<file path="config.mk">
export PLATFORM = sky130hd
export DESIGN_NAME = up_down_counter
export DESIGN_NICKNAME = d
export VERILOG_FILES = /design/src/rtl/up_down_counter.sv
export SDC_FILE = /design/constraint.sdc
export NUM_CORES = 1
export LEC_CHECK = 0
export ABC_AREA = 0
export BUFFER_PORTS_ARGS = -buffer_cell sky130_fd_sc_hd__buf_4
export CAP_MARGIN = 30
export CORE_AREA = 3 3 40 42
export DETAILED_ROUTE_END_ITERATION = 16
export DIE_AREA = 0 0 43 45
export GPL_TIMING_DRIVEN = 0
export SLEW_MARGIN = 30
export SYNTH_ARGS = -nofsm -noshare
export SYNTH_HDL_FRONTEND = slang
export SYNTH_SLANG_ARGS = --single-unit
export TNS_END_PERCENT = 30
</file>
<file path="constraint.sdc">
create_clock -name clk -period 1.99 [get_ports clk]
set_input_delay 0.0995 -clock clk [delete_from_list [all_inputs] [get_ports clk]]
set_output_delay 0.0995 -clock clk [all_outputs]
set_load 0.005 [all_outputs]
</file>
<file path="src/rtl/up_down_counter.sv">
// ---------------------------------------------------------------------------
// up_down_counter
//
// N-bit synchronous binary up/down counter with count enable and a
// registered wrap pulse. Counts modulo 2^N; any wrap-around (2^N-1 -> 0 when
// counting up, 0 -> 2^N-1 when counting down) raises overflow for exactly
// one cycle.
//
// Ports
//   clk       in   1  rising-edge clock
//   rst       in   1  synchronous active-low reset
//   enable    in   1  1 = step this cycle, 0 = hold
//   up_down   in   1  1 = count up, 0 = count down
//   count     out  N  current counter value (registered)
//   overflow  out  1  one-cycle wrap pulse (registered)
//
// Priority at each edge: reset, then enable, then direction. Both outputs
// come straight from flops; there is no input-to-output combinational path.
// ---------------------------------------------------------------------------
module up_down_counter #(
  parameter int N = 4
) (
  input  logic         clk,
  input  logic         rst,
  input  logic         enable,
  input  logic         up_down,
  output logic [N-1:0] count,
  output logic         overflow
);

  localparam logic [N-1:0] CNT_MAX  = '1;
  localparam logic [N-1:0] CNT_ZERO = '0;
  localparam logic [N-1:0] CNT_ONE  = N'(1);

  logic [N-1:0] count_next;
  logic         wrap;

  // Next value and wrap detection. Carry/borrow is simply discarded by the
  // N-bit arithmetic; the wrap is detected from the pre-step value instead.
  always_comb begin
    count_next = count;
    wrap       = 1'b0;
    if (enable) begin
      if (up_down) begin
        count_next = count + CNT_ONE;
        wrap       = (count == CNT_MAX);
      end else begin
        count_next = count - CNT_ONE;
        wrap       = (count == CNT_ZERO);
      end
    end
  end

  // overflow is not sticky: it takes the wrap of this edge only, so holding
  // (enable = 0) or a non-wrapping step clears it.
  always_ff @(posedge clk) begin
    if (!rst) begin
      count    <= '0;
      overflow <= 1'b0;
    end else begin
      count    <= count_next;
      overflow <= wrap;
    end
  end

endmodule

</file>
==> run metrics <==
status complete, no violations; combinational share of power between 20% and 30%; RSZ-0062 raised after global routing no; Multi-input gate area 184 sq um; Top FF cell, synth dfxtp_1; Post-Synth Adder-Cell Area 15.4%; first-pass GRT wire length 938 microns; RD Place Congestion 0.703; Antenna Cells 0; Layout area overhead 33.3%; number of global-route vias before repair 220; Worst Path Required 2.16 ns; PwrDens 818 nW/um^2; mean number of vias per cell roughly 4.3; H-tree depth 1; Post-Synth Simple-Gate Area about a fifth; Overall Global Routing Usage 6.52%; Die Span Y 45 microns; Final nets 50; post-layout instance area 390 sq um; Placement Rows 13; Core Area 1280 sq um; P_leak between 0.2 and 0.25 nW; Compound-Gate Fraction of Synth Area between 10% and 20%; Final Hold Fails 0; clk sink count 5; Syn. warnings 0; Initial Utilization 22.8%; Critical Path AT between 1.5 and 2 ns; initial antenna violation count 0; Hold/Removal Path Class input port to flop; # placed instances between 50 and 60; CTS-repair resized insts 0; crit start category flop; Mapped Cells 31; dominant cell type by area after synthesis dfxtp_1; Yosys top cell area share 34.2%; Filler cells between 100 and 150; hold_buf cts 0; Post-synth EDFFs 0; Synth Area in XOR/XNOR 5.98%; non-filler cells, final 57; headroom to the max-slew limit 83.4%; critical path type flop to flop; sequential share of power 39.9%; worst hold margin between 0.1 and 0.15 ns; root buf cell clkbuf_4; Clock transition at path regs 0.04 ns; Final TNS setup 0 ns; Setup Buffers After CTS 0; Tcrit/Tclk final 75.5%; Pwr Total 0.319 mW; post-route DRC violation count 0; sequential share of the synthesized area between 30% and 40%; largest family of logic cells by synthesized area simple AND/OR/NAND/NOR gates; drt pass-1 iters 2; routed vias 245; largest net degree at the start of global routing 8; routed length per instance 9.70 microns; Port Buffers 7; Post-synth ARST share 0%; sequential cell area between 100 and 150 sq um; DR iter-0 viols 1; Mapped Nets 38; Area contributors post-synth dfxtp_1, mux2i_1, ha_1, nand2_1, fa_1; Final WS setup 0.487 ns; clk buf depth 2; Sw Ratio a little over a quarter; Placement Setup Slack between 0.4 and 0.5 ns; layout cells sized above 1 31.0%; Cell variety after synth 19; max-cap violation count 0; P_sw 0.0856 mW; total congestion overflow 0; die width 43 microns; number of synthesized register bits 5; maximum clock frequency 666 MHz; mux cell area share after synthesis 10.3%; Placed Area roughly 360 sq um; final antenna-violating net count 0; Die ar. 1940 sq um; Num CTS Buffers 3; fin util 30.4%; Worst Skew roughly 0.0039 ns; Mapped Area 293 sq um; Int Power 0.234 mW; CTS tree built; Final Critical Period 1.50 ns; Slew @ Worst Pin 0.248 ns; I/O pins 9; setup violation total in the final timing report 0; Peak supply drop around 0.28 mV; fin. max-slew vios 0; clock share of power a little over a third; Crit Path Max Fanout 6; Total Wirelength 553 microns; Post-Syn Area per Cell 9.44 sq um; clk_lat worst skew between 0.2 and 0.25 ns; critical path endpoint category flop
cell families after synthesis:
kind of cell,after synthesis
flip-flops,5
XOR/XNOR,2
multiplexers,3
AND/OR/NAND/NOR,12
buffers and inverters,2
AO/OA/AOI/OAI,4
adder cells (fa/ha/maj),3
final timing paths:
| path | startpoint | slack, ns | endpoint | depth (start not counted) |
|---|---|---|---|---|
| setup / recovery | count[1] | 0.49 | count[3] | 5 |
| hold / removal | rst | 0.11 | count[0] | 2 |
| setup reg to reg | count[1] | 0.49 | count[3] | 5 |
| hold reg to reg | count[3] | 0.51 | count[3] | 2 |
power groups by stage:
stage               combinational [mW]  sequential, mW  clock, mW
CTS                             0.0810           0.127      0.118
global placement                0.0786           0.128          0
finish                          0.0793           0.128      0.112
floorplan                       0.0502           0.127          0
global route                    0.0890           0.130      0.124
detailed placement              0.0803           0.129          0
synthesized netlist by cell type, types with 2 or more instances:
| library cell | number |
|---|---|
| dfxtp_1 | 5 |
| mux2i_1 | 3 |
| nand2_1 | 6 |
| ha_1 | 2 |
layout make-up:
cell class	instances	share of cell area, %
plain buffers	1	1.28
clock buffers	4	6.73
inverters	1	0.962
multi-input cells	24	47.1
flip-flops and latches	5	25.6
well taps	15	4.81
repair buffers	7	13.5
sequential cells by signal, indices dropped and copies added, names as in the netlist:
name,count
count,4
overflow,1
worst max-delay path, stage by stage, from the launching register on:
cell,delay (ns)
dfxtp_1,0.42
ha_1,0.27
a21o_1,0.19
a21oi_2,0.14
mux2i_1,0.23
mux2i_1,0.19
placed cells by master, fill, tap and decap left out:
cell type,instances
nor2b_1,1
nor4_1,1
clkbuf_4,3
a21oi_2,1
nand3_1,1
ha_1,2
nand2_1,6
and2_1,1
fa_1,1
a21oi_1,1
inv_1,1
o211a_1,1
buf_4,7
clkbuf_1,1
mux2i_1,3
xnor2_1,1
buf_2,1
dfxtp_1,5
xor2_1,1
a21o_1,1
and3_2,1
nand2b_1,1
metal layers:
layer / vias to the layer above / global-route usage, % / share of wire [%]
met4: 0 / 3.61 / 0
met2: 5 / 9.88 / 47
li1: 128 / - / -
met1: 112 / 7.79 / 46
met5: - / 0 / 0
met3: 0 / 2.79 / 6.9
(Power assumes the default switching activity.)
